==> config.mk <==
export PLATFORM = sky130hd
export DESIGN_NAME = ex_mem_reg_flat
export DESIGN_NICKNAME = d
export VERILOG_FILES = /design/src/rtl/ex_mem_if.sv /design/src/rtl/ex_mem_reg.sv /design/src/flat_wrapper.sv
export SDC_FILE = /design/constraint.sdc
export NUM_CORES = 1
export LEC_CHECK = 0
export ABC_AREA = 0
export CAP_MARGIN = 20
export CORE_ASPECT_RATIO = 0.5
export CORE_UTILIZATION = 40
export DETAILED_ROUTE_END_ITERATION = 12
export GPL_ROUTABILITY_DRIVEN = 0
export MAX_ROUTING_LAYER = met4
export PLACE_DENSITY_LB_ADDON = 0.1
export RECOVER_POWER = 50
export SETUP_SLACK_MARGIN = 0.02
export SYNTH_ARGS = -nofsm -noshare
export SYNTH_HDL_FRONTEND = slang
export SYNTH_SLANG_ARGS = --single-unit
export TNS_END_PERCENT = 20
==> constraint.sdc <==
create_clock -name clk -period 6 [get_ports clk]
set_input_delay 0.6 -clock clk [delete_from_list [all_inputs] [get_ports clk]]
set_output_delay 0.6 -clock clk [all_outputs]
set_load 0.01 [all_outputs]
==> src/rtl/ex_mem_if.sv <==
// EX/MEM pipeline boundary: EX-stage results and controls in, registered MEM-stage view out.
interface ex_mem_if #(
  parameter int unsigned CNT_W = 32
);
  logic             EX_valid;
  logic [31:0]      EX_ALU_result;
  logic [31:0]      EX_pc_4;
  logic [31:0]      EX_pc_imm;
  logic [31:0]      EX_rs2_data;
  logic             EX_rs2_fwd;
  logic [31:0]      EX_rs2_fwd_data;
  logic [1:0]       EX_RegSrc;
  logic [2:0]       EX_funct3;
  logic [4:0]       EX_rs2;
  logic [4:0]       EX_rd;
  logic [2:0]       EX_ValidReg;
  logic             EX_MemRead;
  logic             EX_MemWrite;
  logic             stall;
  logic             flush;

  logic             MEM_valid;
  logic [31:0]      MEM_ALU_result;
  logic [31:0]      MEM_pc_4;
  logic [31:0]      MEM_pc_imm;
  logic [31:0]      MEM_rs2_data;
  logic [1:0]       MEM_RegSrc;
  logic [2:0]       MEM_funct3;
  logic [4:0]       MEM_rs2;
  logic [4:0]       MEM_rd;
  logic [2:0]       MEM_ValidReg;
  logic             MEM_MemRead;
  logic             MEM_MemWrite;
  logic [CNT_W-1:0] bubble_count;

  modport master (
    output EX_valid, EX_ALU_result, EX_pc_4, EX_pc_imm, EX_rs2_data, EX_rs2_fwd,
           EX_rs2_fwd_data, EX_RegSrc, EX_funct3, EX_rs2, EX_rd, EX_ValidReg,
           EX_MemRead, EX_MemWrite, stall, flush,
    input  MEM_valid, MEM_ALU_result, MEM_pc_4, MEM_pc_imm, MEM_rs2_data, MEM_RegSrc,
           MEM_funct3, MEM_rs2, MEM_rd, MEM_ValidReg, MEM_MemRead, MEM_MemWrite,
           bubble_count
  );

  modport slave (
    input  EX_valid, EX_ALU_result, EX_pc_4, EX_pc_imm, EX_rs2_data, EX_rs2_fwd,
           EX_rs2_fwd_data, EX_RegSrc, EX_funct3, EX_rs2, EX_rd, EX_ValidReg,
           EX_MemRead, EX_MemWrite, stall, flush,
    output MEM_valid, MEM_ALU_result, MEM_pc_4, MEM_pc_imm, MEM_rs2_data, MEM_RegSrc,
           MEM_funct3, MEM_rs2, MEM_rd, MEM_ValidReg, MEM_MemRead, MEM_MemWrite,
           bubble_count
  );
endinterface

==> src/rtl/ex_mem_reg.sv <==
// EX/MEM pipeline register with flush > stall > load priority, bubble insertion
// and a saturating count of bubbles pushed into MEM.
module ex_mem_reg #(
  parameter int unsigned CNT_W = 32
) (
  input  logic      clk,
  input  logic      rst,
  ex_mem_if.slave   bus
);

  localparam logic [CNT_W-1:0] CNT_MAX = '1;

  typedef struct packed {
    logic        valid;
    logic [31:0] alu_result;
    logic [31:0] pc_4;
    logic [31:0] pc_imm;
    logic [31:0] rs2_data;
    logic [1:0]  reg_src;
    logic [2:0]  funct3;
    logic [4:0]  rs2;
    logic [4:0]  rd;
    logic [2:0]  valid_reg;
    logic        mem_read;
    logic        mem_write;
  } mem_stage_t;

  mem_stage_t       mem_d, mem_q;
  logic [CNT_W-1:0] bubble_cnt_d, bubble_cnt_q;
  logic             bubble;

  // Next-state: a bubble is an all-zero stage, so no request can leak downstream.
  always_comb begin
    mem_d        = mem_q;
    bubble_cnt_d = bubble_cnt_q;
    bubble       = 1'b0;

    if (bus.flush) begin
      bubble = 1'b1;
    end else if (!bus.stall) begin
      if (bus.EX_valid) begin
        mem_d.valid      = 1'b1;
        mem_d.alu_result = bus.EX_ALU_result;
        mem_d.pc_4       = bus.EX_pc_4;
        mem_d.pc_imm     = bus.EX_pc_imm;
        mem_d.rs2_data   = bus.EX_rs2_fwd ? bus.EX_rs2_fwd_data : bus.EX_rs2_data;
        mem_d.reg_src    = bus.EX_RegSrc;
        mem_d.funct3     = bus.EX_funct3;
        mem_d.rs2        = bus.EX_rs2;
        mem_d.rd         = bus.EX_rd;
        mem_d.valid_reg  = bus.EX_ValidReg;
        mem_d.mem_read   = bus.EX_MemRead;
        mem_d.mem_write  = bus.EX_MemWrite;
      end else begin
        bubble = 1'b1;
      end
    end

    if (bubble) begin
      mem_d = '0;
      if (bubble_cnt_q != CNT_MAX) begin
        bubble_cnt_d = bubble_cnt_q + CNT_W'(1);
      end
    end
  end

  always_ff @(posedge clk or posedge rst) begin
    if (rst) begin
      mem_q        <= '0;
      bubble_cnt_q <= '0;
    end else begin
      mem_q        <= mem_d;
      bubble_cnt_q <= bubble_cnt_d;
    end
  end

  assign bus.MEM_valid      = mem_q.valid;
  assign bus.MEM_ALU_result = mem_q.alu_result;
  assign bus.MEM_pc_4       = mem_q.pc_4;
  assign bus.MEM_pc_imm     = mem_q.pc_imm;
  assign bus.MEM_rs2_data   = mem_q.rs2_data;
  assign bus.MEM_RegSrc     = mem_q.reg_src;
  assign bus.MEM_funct3     = mem_q.funct3;
  assign bus.MEM_rs2        = mem_q.rs2;
  assign bus.MEM_rd         = mem_q.rd;
  assign bus.MEM_ValidReg   = mem_q.valid_reg;
  assign bus.MEM_MemRead    = mem_q.mem_read;
  assign bus.MEM_MemWrite   = mem_q.mem_write;
  assign bus.bubble_count   = bubble_cnt_q;

endmodule

==> src/flat_wrapper.sv <==
// flat-port wrapper written by rule: the top's interface ports become plain ports
module ex_mem_reg_flat 
#(
  parameter int unsigned CNT_W = 32
)
  (clk, rst, bus_EX_valid, bus_EX_ALU_result, bus_EX_pc_4, bus_EX_pc_imm, bus_EX_rs2_data, bus_EX_rs2_fwd, bus_EX_rs2_fwd_data, bus_EX_RegSrc, bus_EX_funct3, bus_EX_rs2, bus_EX_rd, bus_EX_ValidReg, bus_EX_MemRead, bus_EX_MemWrite, bus_stall, bus_flush, bus_MEM_valid, bus_MEM_ALU_result, bus_MEM_pc_4, bus_MEM_pc_imm, bus_MEM_rs2_data, bus_MEM_RegSrc, bus_MEM_funct3, bus_MEM_rs2, bus_MEM_rd, bus_MEM_ValidReg, bus_MEM_MemRead, bus_MEM_MemWrite, bus_bubble_count);
  ex_mem_if #(.CNT_W(CNT_W)) bus_i ();
  input  logic clk;
  input  logic rst;
  input wire logic [$bits(bus_i.EX_valid)-1:0] bus_EX_valid;
  input wire logic [$bits(bus_i.EX_ALU_result)-1:0] bus_EX_ALU_result;
  input wire logic [$bits(bus_i.EX_pc_4)-1:0] bus_EX_pc_4;
  input wire logic [$bits(bus_i.EX_pc_imm)-1:0] bus_EX_pc_imm;
  input wire logic [$bits(bus_i.EX_rs2_data)-1:0] bus_EX_rs2_data;
  input wire logic [$bits(bus_i.EX_rs2_fwd)-1:0] bus_EX_rs2_fwd;
  input wire logic [$bits(bus_i.EX_rs2_fwd_data)-1:0] bus_EX_rs2_fwd_data;
  input wire logic [$bits(bus_i.EX_RegSrc)-1:0] bus_EX_RegSrc;
  input wire logic [$bits(bus_i.EX_funct3)-1:0] bus_EX_funct3;
  input wire logic [$bits(bus_i.EX_rs2)-1:0] bus_EX_rs2;
  input wire logic [$bits(bus_i.EX_rd)-1:0] bus_EX_rd;
  input wire logic [$bits(bus_i.EX_ValidReg)-1:0] bus_EX_ValidReg;
  input wire logic [$bits(bus_i.EX_MemRead)-1:0] bus_EX_MemRead;
  input wire logic [$bits(bus_i.EX_MemWrite)-1:0] bus_EX_MemWrite;
  input wire logic [$bits(bus_i.stall)-1:0] bus_stall;
  input wire logic [$bits(bus_i.flush)-1:0] bus_flush;
  output wire logic [$bits(bus_i.MEM_valid)-1:0] bus_MEM_valid;
  output wire logic [$bits(bus_i.MEM_ALU_result)-1:0] bus_MEM_ALU_result;
  output wire logic [$bits(bus_i.MEM_pc_4)-1:0] bus_MEM_pc_4;
  output wire logic [$bits(bus_i.MEM_pc_imm)-1:0] bus_MEM_pc_imm;
  output wire logic [$bits(bus_i.MEM_rs2_data)-1:0] bus_MEM_rs2_data;
  output wire logic [$bits(bus_i.MEM_RegSrc)-1:0] bus_MEM_RegSrc;
  output wire logic [$bits(bus_i.MEM_funct3)-1:0] bus_MEM_funct3;
  output wire logic [$bits(bus_i.MEM_rs2)-1:0] bus_MEM_rs2;
  output wire logic [$bits(bus_i.MEM_rd)-1:0] bus_MEM_rd;
  output wire logic [$bits(bus_i.MEM_ValidReg)-1:0] bus_MEM_ValidReg;
  output wire logic [$bits(bus_i.MEM_MemRead)-1:0] bus_MEM_MemRead;
  output wire logic [$bits(bus_i.MEM_MemWrite)-1:0] bus_MEM_MemWrite;
  output wire logic [$bits(bus_i.bubble_count)-1:0] bus_bubble_count;
  assign bus_i.EX_valid = bus_EX_valid;
  assign bus_i.EX_ALU_result = bus_EX_ALU_result;
  assign bus_i.EX_pc_4 = bus_EX_pc_4;
  assign bus_i.EX_pc_imm = bus_EX_pc_imm;
  assign bus_i.EX_rs2_data = bus_EX_rs2_data;
  assign bus_i.EX_rs2_fwd = bus_EX_rs2_fwd;
  assign bus_i.EX_rs2_fwd_data = bus_EX_rs2_fwd_data;
  assign bus_i.EX_RegSrc = bus_EX_RegSrc;
  assign bus_i.EX_funct3 = bus_EX_funct3;
  assign bus_i.EX_rs2 = bus_EX_rs2;
  assign bus_i.EX_rd = bus_EX_rd;
  assign bus_i.EX_ValidReg = bus_EX_ValidReg;
  assign bus_i.EX_MemRead = bus_EX_MemRead;
  assign bus_i.EX_MemWrite = bus_EX_MemWrite;
  assign bus_i.stall = bus_stall;
  assign bus_i.flush = bus_flush;
  assign bus_MEM_valid = bus_i.MEM_valid;
  assign bus_MEM_ALU_result = bus_i.MEM_ALU_result;
  assign bus_MEM_pc_4 = bus_i.MEM_pc_4;
  assign bus_MEM_pc_imm = bus_i.MEM_pc_imm;
  assign bus_MEM_rs2_data = bus_i.MEM_rs2_data;
  assign bus_MEM_RegSrc = bus_i.MEM_RegSrc;
  assign bus_MEM_funct3 = bus_i.MEM_funct3;
  assign bus_MEM_rs2 = bus_i.MEM_rs2;
  assign bus_MEM_rd = bus_i.MEM_rd;
  assign bus_MEM_ValidReg = bus_i.MEM_ValidReg;
  assign bus_MEM_MemRead = bus_i.MEM_MemRead;
  assign bus_MEM_MemWrite = bus_i.MEM_MemWrite;
  assign bus_bubble_count = bus_i.bubble_count;
  ex_mem_reg #(.CNT_W(CNT_W)) u_core (.clk(clk), .rst(rst), .bus(bus_i));
endmodule
======== Word level (Yosys, flattened, before mapping) ========
Index checks and enable logic that the tools add are counted.
cells by class
  equal/unequal tests ..................... 3
  mux-type cells .......................... 8
  reduce and logical (&&, ||, !) cells .... 3
  add/subtract/negate cells ............... 1
operators by type and width
  kind                   number
  $mux 149               4
  $add 32x1->32 const B  1
  $mux 32                1
  $ne 32x32->1 const B   1
  $ne 2x1->1 const B     2
  $mux 1                 3
  $reduce_and 3->1       1
  $reduce_and 2->1       1
  $reduce_bool 2->1      1
storage, ports and cells
  bits in registers ....................... 181
  logic and storage cells ................. 28
  bits of input ports ..................... 186

======== Depth between registers and ports, before layout ========
Gate-level depths: netlist (run 1).
  depth in word-level cells ............... 5
  gate-level depth with buffers ........... 6

======== Worst setup path before layout (run 1) ========
OpenSTA, ideal clock, no wires.
  kind .................................... reg2reg
  from .................................... reg u_core.bubble_cnt_q[0] (netlist: u_core.bus.bubble_count[0])
  to ...................................... reg u_core.bubble_cnt_q[1] (netlist: u_core.bus.bubble_count[1])
  path slack .............................. 3906 ps
  path buffers ............................ 0
  data required time ...................... 5875 ps
  clock period less this slack ............ 2094 ps
  cell stages (with the launch flop) ...... 6
  data arrival time ....................... 1969 ps
  cell sequence ........................... dfrtp_1 -> ha_1 -> nand4_2 -> or4_4 -> o21ai_4 -> mux2_2
on the way
  word-level cells in the longest chain between the ends .. 2
  elaborated cells between the ends (all ways) .. 3
RTL lines
  element                                                                line              text
  from (decl)                                                            ex_mem_reg.sv:29  logic [CNT_W-1:0] bubble_cnt_d, bubble_cnt_q;
  from (signal assigned)                                                 ex_mem_reg.sv:73  bubble_cnt_q <= bubble_cnt_d;
  parallel branches: the longest is 2 deep, another holds $add 32x1->32  -
Several ways; the timed one is not identified.
A chain may end at the register's enable or synchronous reset.

==> flow_metrics.env, run 1 <==
export IMPL_outcome="finished with violations"
export IMPL_violations="capacitance limit, slew limit"
export IMPL_io_buffers=366
export IMPL_cts_hold_buf=0
export IMPL_path_class="input port to asynchronous set/reset pin"
export IMPL_min_to="u_core.bus.MEM_rs2_data[6]"
export IMPL_grt_pass1_vias=5661
export IMPL_clkTransAtPathRegs_ns=0.07
export IMPL_routedWlPerCell_um=19.1
export IMPL_dp_hpwl_um=15700
export IMPL_rows=34
export IMPL_fin_skew_ns=0.00576
export IMPL_power_density_mw_per_mm2=253
export IMPL_grtUsageTotal_pct=24.4
export IMPL_clk_path_buf_depth=2
export IMPL_r2r_cells=6
export IMPL_setup_viol=0
export IMPL_grt_ovfl_total=0
export IMPL_r2r_end="u_core.bus.bubble_count[20]"
export IMPL_hold_viol=0
export IMPL_final_cell_mix="clkdlybuf4s50_1 (203), dfrtp_1 (181), dlygate4sd3_1 (162)"
export IMPL_synth_nets=739
export IMPL_dieWidth_um=190
export IMPL_via_count=5870
export IMPL_layout_drive_gt1_share_pct=4.68
export IMPL_yosys_warnings=0
export IMPL_synth_top_family_by_area="compound AO/OA/AOI/OAI gates"
export IMPL_hold_path_class="register to register"
export IMPL_cts_repair_resized=0
export IMPL_cp_max_fo=81
export IMPL_worst_ep_required_time_ns=6.47
export IMPL_start_util_pct=40.9
export IMPL_period_share_pct=58.7
export IMPL_synthXorXnorAreaFrac_pct=3.70
export IMPL_fmax_ghz=0.284
export IMPL_rrSetupSlack_ns=3.56
export IMPL_synth_cell_type_count=33
export IMPL_rsz0062_at_grt="false"
export IMPL_tritoncts="built"
export IMPL_drt_iter0_markers=232
export IMPL_power_mw=2.92
export IMPL_cts_buffers=17
export IMPL_holdPathStages=2
export IMPL_syn_instance_count=552
export IMPL_synth_seq_area_share_pct=63.8
export IMPL_cts_htree_levels=4
export IMPL_grt_pass1_wl_um=32600
export IMPL_drtAntennaViolNets=0
export IMPL_synth_compound_area_share_pct=17.5
export IMPL_arrival_ns=4.00
export IMPL_synthTopCellsByArea="dfrtp_1 (64%), a22o_1 (14%), mux2i_1 (4.7%)"
export IMPL_synth_area_mux_share_pct=4.81
export IMPL_io_pins=367
export IMPL_startpoint_type="input port"
export IMPL_nets=1092
export IMPL_max_slew_margin_pct=-145
export IMPL_postCtsSetupRepairBufs=0
export IMPL_setup_tns_final_ns=0
export IMPL_worst_slew_pin_slew_ns=3.65
export IMPL_cap_violations=2
export IMPL_synth_top_area_cell="dfrtp_1"
export IMPL_syn_to_final_growth_pct=62.6
export IMPL_drc_errors=0
export IMPL_synth_adder_area_share_pct=0.176
export IMPL_num_antenna_cells=0
export IMPL_avgViaCountPerCell=5.10
export IMPL_synthSimpleGateAreaFrac_pct=7.57
export IMPL_routed_wl_um=22000
export IMPL_ir_worst_vdd_uv=203
export IMPL_layout_commonest_cell="clkdlybuf4s50_1"
export IMPL_maxSlewViolCount=123
export IMPL_syn_area_mm2=0.00710
export IMPL_clock_latency_ns=0.42
export IMPL_die_area_mm2=0.0183
export IMPL_r2r_start="u_core.bus.bubble_count[0]"
export IMPL_grt_max_degree=107
export IMPL_core_area_mm2=0.0174
export IMPL_leakagePower_nw=5.67
export IMPL_fillers=1365
export IMPL_synth_top_cell_area_share_pct=63.8
export IMPL_cts_sink_count=181
export IMPL_endpoint_kind="asynchronous set/reset pin"
export IMPL_synth_seq_cells=181
export IMPL_hp_start="u_core.bus.MEM_rs2_data[6]"
export IMPL_antenna_found_initial=0
export IMPL_fin_crit_ns=3.52
export IMPL_chipHeight_um=96.2
export IMPL_cts_root_buf="clkbuf_16"
export IMPL_synth_area_per_cell_um2=12.9
export IMPL_dr_pass1_iters=4
## cells by family after synthesis
group,Yosys count
AND/OR/NAND/NOR,105
adder cells (fa/ha/maj),1
XOR/XNOR,30
AO/OA/AOI/OAI,155
buffers and inverters,46
flip-flops,181
multiplexers,34
## cells in the mapped netlist, drive strengths merged
cell / count
or4: 4
nor4: 2
o21ai: 34
buf: 6
nor3: 10
and3: 7
nand3: 9
and4: 1
a21oi: 1
mux2i: 33
o211a: 1
clkbuf: 31
nor2: 13
o2111ai: 1
nor3b: 1
or2: 2
o21bai: 1
dfrtp: 181
mux2: 1
ha: 1
nand2: 43
xor2: 20
inv: 9
nand4: 11
and2: 1
nor2b: 1
a22o: 116
o21ba: 1
xnor2: 10
## critical path, stage by stage
cell and delay (ns):
clkdlybuf4s50_1 0.42, clkinvlp_2 2.06, buf_4 0.84
## routing by layer
layer | share of wire [%] | track usage [%] | routed length (um)
met4 | 1.1 | 6.27 | 246
met5 | 0 | - | 0
met2 | 52 | 41.3 | 11500
met3 | 5.0 | 5.83 | 1100
met1 | 42 | 29.5 | 9140
## state kept, by name (all words and copies together) (netlist names)
| name | flops |
|---|---|
| u_core.bus.MEM_rs2 | 5 |
| u_core.bus.MEM_MemWrite | 1 |
| u_core.bus.MEM_pc_4 | 32 |
| u_core.bus.MEM_ALU_result | 32 |
| u_core.bus.MEM_MemRead | 1 |
| u_core.bus.MEM_funct3 | 3 |
| u_core.bus.MEM_pc_imm | 32 |
| u_core.bus.MEM_rd | 5 |
| u_core.bus.MEM_valid | 1 |
| u_core.bus.bubble_count | 32 |
| u_core.bus.MEM_rs2_data | 32 |
| u_core.bus.MEM_RegSrc | 2 |
| u_core.bus.MEM_ValidReg | 3 |
## report_power, final
group	internal [mW]	total, mW	switching (mW)
Combinational	0.249	0.429	0.180
Sequential	1.28	1.33	0.0523
Clock	0.665	1.16	0.497
## layout make-up
type	count	area (um2)	share of cell area, %
flip-flops and latches	181	4530	39.2
repair buffers	371	3700	32.1
multi-input cells	325	2380	20.6
clock buffers	20	437	3.78
well taps	234	293	2.54
clock inverters	12	166	1.44
inverters	9	35.0	0.303
## metrics by stage
| step | setup WS [ns] | util [%] | instance area [um2] | hold WS, ns | cells |
|---|---|---|---|---|---|
| floorplan | 0.485 | - | 7100 | 0.516 | 552 |
| global placement | 3.13 | 63.2 | 11000 | 0.462 | 1119 |
| detailed placement | 3.11 | 63.2 | 11000 | 0.469 | 1119 |
| CTS | 3.55 | 66.7 | 11600 | 0.484 | 1151 |
| global route | 1.78 | 66.5 | 11500 | 0.507 | 1152 |
| finish | 2.48 | 66.5 | 11500 | 0.474 | 1152 |
## how the worst max path moves through the flow
stage                   start  cells past startpoint                             to
CTS                 bus_stall                      4        u_core.bus.MEM_pc_4[15]
finish                    rst                      3           u_core.bus.MEM_rd[4]
detailed placement  bus_stall                      4      u_core.bus.MEM_pc_imm[16]
global route              rst                      3  u_core.bus.MEM_ALU_result[13]
global placement    bus_stall                      4           u_core.bus.MEM_rd[2]
floorplan                 rst                      1   u_core.bus.MEM_ALU_result[0]
Note: power is estimated with default switching activity, not from simulation.
==> run 2, diff against run 1 <==
clock period = 3.7 ns   (was 6 ns; I/O delays follow)
==> run 2 against run 1 <==
- the flow still finishes with violations (capacitance limit, slew limit)
- sequential cell count is the same
- power grew 66%
- clock-buffer cell count shrank 2
- design area grew 0.80%
- global-route usage shrank 0.16 points
- setup slack lost 1.3 ns
- critical endpoint is now u_core.bus.MEM_MemRead
==> flow_metrics.env, run 2 (synthesis results as in run 1) <==
export IMPL_hold_viol=0
export IMPL_syn_to_final_growth_pct=63.9
export IMPL_cp_slowest_cell="clkbuf_2"
export IMPL_placedCellCount=1123
export IMPL_setup_tns_final_ns=0
export IMPL_chipHeight_um=96.2
export IMPL_drc_errors=0
export IMPL_fin_util_pct=67.1
export IMPL_endpoint_kind="register"
export IMPL_cap_violations=2
export IMPL_dieWidth_um=190
export IMPL_layout_commonest_cell="clkdlybuf4s50_1"
export IMPL_power_density_mw_per_mm2=418
export IMPL_cts_htree_levels=4
export IMPL_fin_skew_ns=0.00645
export IMPL_nets=1096
export IMPL_cts_root_buf="clkbuf_16"
export IMPL_drt_iter0_markers=237
export IMPL_fmax_ghz=0.391
export IMPL_critPathBufInv=2
export IMPL_antenna_found_initial=1
export IMPL_setup_viol=0
export IMPL_worst_ep_required_time_ns=4.05
export IMPL_ir_worst_vdd_uv=316
export IMPL_outcome="finished with violations"
export IMPL_path_class="input port to register"
export IMPL_drtAntennaViolNets=0
export IMPL_max_slew_margin_pct=-11.1
export IMPL_grt_ovfl_total=0
export IMPL_path_cells="dlygate4sd3_1, nor2b_4, clkbuf_2, a22o_1"
export IMPL_cts_buffers=17
export IMPL_dp_hpwl_um=15600
export IMPL_cts_sink_count=181
export IMPL_routedWlPerCell_um=19.0
export IMPL_io_buffers=366
export IMPL_io_pins=367
export IMPL_clkTransAtPathRegs_ns=0.07
export IMPL_hold_path_class="register to register"
export IMPL_fillers=1344
export IMPL_fin_ws_ns=1.14
export IMPL_die_area_mm2=0.0183
export IMPL_rows=34
export IMPL_startpoint_type="input port"
export IMPL_routed_wl_um=21900
export IMPL_grt_max_degree=76
export IMPL_rsz0062_at_grt="false"
export IMPL_cts_repair_resized=0
export IMPL_postCtsSetupRepairBufs=0
export IMPL_worst_slew_pin_slew_ns=1.67
export IMPL_final_cell_mix="clkdlybuf4s50_1 (330), dfrtp_1 (181), a22o_1 (116)"
export IMPL_violations="capacitance limit, slew limit"
export IMPL_period_share_pct=69.2
export IMPL_cts_hold_buf=0
export IMPL_grt_pass1_wl_um=32600
export IMPL_clk_path_buf_depth=2
export IMPL_arrival_ns=2.91
export IMPL_dr_pass1_iters=5
export IMPL_cp_max_fo=75
export IMPL_leakagePower_nw=5.33
export IMPL_core_area_mm2=0.0174
export IMPL_start_util_pct=40.9
export IMPL_maxSlewViolCount=106
export IMPL_grtUsageTotal_pct=24.2
export IMPL_avgViaCountPerCell=5.13
export IMPL_holdWs_ns=0.476
export IMPL_layout_drive_gt1_share_pct=5.43
export IMPL_grt_pass1_vias=5742
export IMPL_via_count=5934
export IMPL_fin_crit_ns=2.56
export IMPL_instances_no_fill=1156
export IMPL_cpPeakStageDelay_ns=1.26
export IMPL_clock_latency_ns=0.42
export IMPL_dp_slack_ns=1.44
export IMPL_path_delay_family="buffers and inverters"
export IMPL_tritoncts="built"
[run 2: changes by cell type in the layout (fill, tap and decap cells not counted), sizes merged]
cell and delta:
clkdlybuf4s50 +127, dlygate4sd3 -127, clkinv -3, inv +3, clkbuf +2, diode +2
bufinv +1, clkinvlp -1
[run 2: path summary, 6_finish.rpt]
check                                            from                          end  slack [ns]  depth (start not counted)
setup / recovery                            bus_stall       u_core.bus.MEM_MemRead        1.14                          4
hold / removal             u_core.bus.MEM_rs2_data[6]   u_core.bus.MEM_rs2_data[6]        0.48                          2
setup reg to reg           u_core.bus.bubble_count[0]   u_core.bus.bubble_count[1]        1.53                          5
hold reg to reg            u_core.bus.MEM_rs2_data[6]   u_core.bus.MEM_rs2_data[6]        0.48                          2
max in group asynchronous                         rst      u_core.bus.MEM_pc_4[31]        1.32                          3
min in group asynchronous                         rst  u_core.bus.MEM_rs2_data[12]        0.49                          2
[run 2: area by class of cell]
class                      instances  area, um2  share of cell area (%)
timing repair buffer             375       3730                    32.1
tap                              234        293                    2.52
inverter                           9       35.0                   0.301
clock buffer                      18        439                    3.77
multi-input combinational        325       2410                    20.7
sequential                       181       4530                    38.9
antenna                            2       5.00                  0.0430
clock inverter                    12        191                    1.64
[run 2: tightest hold or removal path, delay by kind of cell (launching register included)]
family	cells	cell delay [ns]
flip-flops	1	0.34
AO/OA/AOI/OAI	1	0.06
AND/OR/NAND/NOR	1	0.04
[run 2: through the flow]
stage,total power [mW],instance area (um2)
2_1_floorplan,2.45,7110
3_3_place_gp,2.92,11000
3_5_place_dp,2.94,11000
4_1_cts,4.92,11700
5_1_grt,5.05,11600
6_report,4.86,11600
[run 2: metal layers]
metal  up-vias  share of wire [%]  track usage [%]
met5         -                  0                -
met4         0                1.6             6.73
met3        29                5.3             5.29
met2       187                 51             40.2
met1      2988                 42             30.2
li1       2730                  -                -
[run 2: power breakdown]
| group | switching, mW | leakage (nW) | total [mW] | internal (mW) |
|---|---|---|---|---|
| logic | 0.288 | 2.56 | 0.715 | 0.427 |
| registers | 0.0938 | 2.46 | 2.17 | 2.08 |
| clock network | 0.812 | 0.307 | 1.97 | 1.16 |
==> run 3, diff against run 2 <==
CORE_UTILIZATION = 36   (was 40)
clock period = 2.2 ns   (was 3.7 ns; I/O delays follow)
==> run 3 against run 2 <==
- utilization is 4.7 points lower
- clock power increased by 57%
- sequential cell count did not move
- sequential power up 67%
- clock-buffer cell count grew 2
- first-iteration DRC count increased by 14%
- wire length is 3.4% higher
- hold slack got worse by 0.11 ns
- critical path type is now register to register
- critical path depth increased by 2
- the run still ends with capacitance limit, slew limit left
- final cell count rose by 3.3%
==> flow_metrics.env, run 3 (synthesis results as in run 1) <==
export IMPL_outcome="finished with violations"
export IMPL_violations="capacitance limit, slew limit"
export IMPL_cts_sink_count=181
export IMPL_grtUsageTotal_pct=23.0
export IMPL_cp_slowest_cell="or4_4"
export IMPL_dr_pass1_iters=4
export IMPL_tritoncts="built"
export IMPL_io_pins=367
export IMPL_cp_depth=6
export IMPL_clkTransAtPathRegs_ns=0.07
export IMPL_grt_ovfl_total=0
export IMPL_chipHeight_um=101
export IMPL_hold_viol=0
export IMPL_fin_ws_ns=0.147
export IMPL_max_slew_margin_pct=-10.3
export IMPL_path_class="register to register"
export IMPL_routedWlPerCell_um=19.0
export IMPL_power_density_mw_per_mm2=683
export IMPL_routed_wl_um=22700
export IMPL_leakagePower_nw=5.29
export IMPL_setup_viol=0
export IMPL_rsz0062_at_grt="true"
export IMPL_core_area_mm2=0.0189
export IMPL_worst_slew_pin_slew_ns=1.65
export IMPL_fmax_ghz=0.487
export IMPL_drtAntennaViolNets=0
export IMPL_cpPeakStageDelay_ns=0.58
export IMPL_p_sw_share_pct=25.3
export IMPL_critPathBufInv=0
export IMPL_cts_root_buf="clkbuf_16"
export IMPL_fillers=1545
export IMPL_via_count=5858
export IMPL_maxSlewViolCount=183
export IMPL_cp_max_fo=4
export IMPL_dp_hpwl_um=16400
export IMPL_setup_tns_final_ns=0
export IMPL_die_area_mm2=0.0203
export IMPL_instances_no_fill=1194
export IMPL_dieWidth_um=201
export IMPL_startpoint_type="register"
export IMPL_nets=1110
export IMPL_drt_iter0_markers=270
export IMPL_hold_path_class="input port to register"
export IMPL_layout_drive_gt1_share_pct=7.17
export IMPL_io_buffers=366
export IMPL_path_cells="ha_1, nand4_2, or4_4, o2111ai_1, nor3_1, xor2_1"
export IMPL_grt_max_degree=115
export IMPL_ir_worst_vdd_uv=603
export IMPL_cts_htree_levels=4
export IMPL_avgViaCountPerCell=4.91
export IMPL_holdWs_ns=0.369
export IMPL_fin_skew_ns=0.00697
export IMPL_r2r_cells=6
export IMPL_placedCellCount=1162
export IMPL_num_antenna_cells=0
export IMPL_seq_power_share_pct=45.0
export IMPL_holdPathStages=3
export IMPL_final_cell_mix="clkdlybuf4s50_1 (364), dfrtp_1 (181), a22o_1 (116)"
export IMPL_fin_util_pct=62.4
export IMPL_combPwrFrac_pct=16.5
export IMPL_worst_ep_required_time_ns=2.49
export IMPL_grt_pass1_vias=5961
export IMPL_antenna_found_initial=0
export IMPL_rows=35
export IMPL_start_util_pct=37.6
export IMPL_endpoint_kind="register"
export IMPL_grt_pass1_wl_um=34500
export IMPL_drc_errors=0
export IMPL_p_switching_mw=2.03
export IMPL_path_delay_family="simple AND/OR/NAND/NOR gates"
export IMPL_clk_path_buf_depth=2
export IMPL_internal_power_mw=6.01
export IMPL_syn_to_final_growth_pct=65.8
export IMPL_clock_latency_ns=0.42
export IMPL_fin_crit_ns=2.05
export IMPL_p_clk_share_pct=38.5
export IMPL_cts_buffers=17
export IMPL_cts_hold_buf=0
export IMPL_layout_commonest_cell="clkdlybuf4s50_1"
export IMPL_period_share_pct=93.3
export IMPL_placedInstanceArea_mm2=0.0112
export IMPL_power_mw=8.04
export IMPL_cap_violations=2
export IMPL_dp_slack_ns=0.164
export IMPL_fin_area_mm2=0.0118
export IMPL_arrival_ns=2.35
==> run 3: cell types whose count changed in the layout (fill, tap and decap cells not counted), moves of 3 or more <==
cell             before  now
buf_12                2    5
dlygate4sd3_1        35    1
buf_4                 2   14
clkdlybuf4s50_1     330  364
==> run 3: path summary, 6_finish.rpt <==
check,startpoint,end,slack (ns)
worst max-delay path,u_core.bus.bubble_count[1],u_core.bus.bubble_count[31],0.15
worst min-delay path,bus_EX_rs2_fwd,u_core.bus.MEM_rs2_data[9],0.37
worst max register to register,u_core.bus.bubble_count[1],u_core.bus.bubble_count[31],0.15
worst min register to register,u_core.bus.MEM_rs2_data[16],u_core.bus.MEM_rs2_data[16],0.48
max in group asynchronous,rst,u_core.bus.MEM_RegSrc[1],0.49
min in group asynchronous,rst,u_core.bus.MEM_pc_4[28],0.73
==> run 3: worst reg2reg max path, stage by stage (launching register included) <==
cell       delay, ns
dfrtp_1         0.38
ha_1            0.20
nand4_2         0.14
or4_4           0.58
o2111ai_1       0.36
nor3_1          0.10
xor2_1          0.16
==> run 3: timing repair <==
| item | in CTS | in global routing |
|---|---|---|
| setup endpoints to repair | 0 | 7 |
| resized for setup | 0 | 1 |
| buffers inserted | 0 | 1 |
==> run 3: layout make-up <==
class	count	area [um2]	area share, %
Tap cell	259	324	2.75
Sequential cell	181	4530	38.5
Multi-Input combinational cell	325	2410	20.5
Timing Repair Buffer	389	3890	33.1
Inverter	9	35.0	0.297
Clock buffer	20	447	3.79
Clock inverter	11	140	1.19
==> run 3: per-layer routing <==
metal	routed length, um	part of all wire [%]	track usage [%]
met1	9580	42	27.7
met2	11800	52	39.0
met3	1020	4.5	5.69
met4	221	0.97	6.17
met5	0	0	-
==> run 3: power groups by stage <==
stage          clock [mW]  sequential (mW)  combinational [mW]
3_3_place_gp            0             3.67                1.32
4_1_cts              3.17             3.62                1.34
5_1_grt              3.31             3.64                1.42
3_5_place_dp            0             3.68                1.33
6_report             3.10             3.62                1.32
2_1_floorplan           0             3.76               0.360
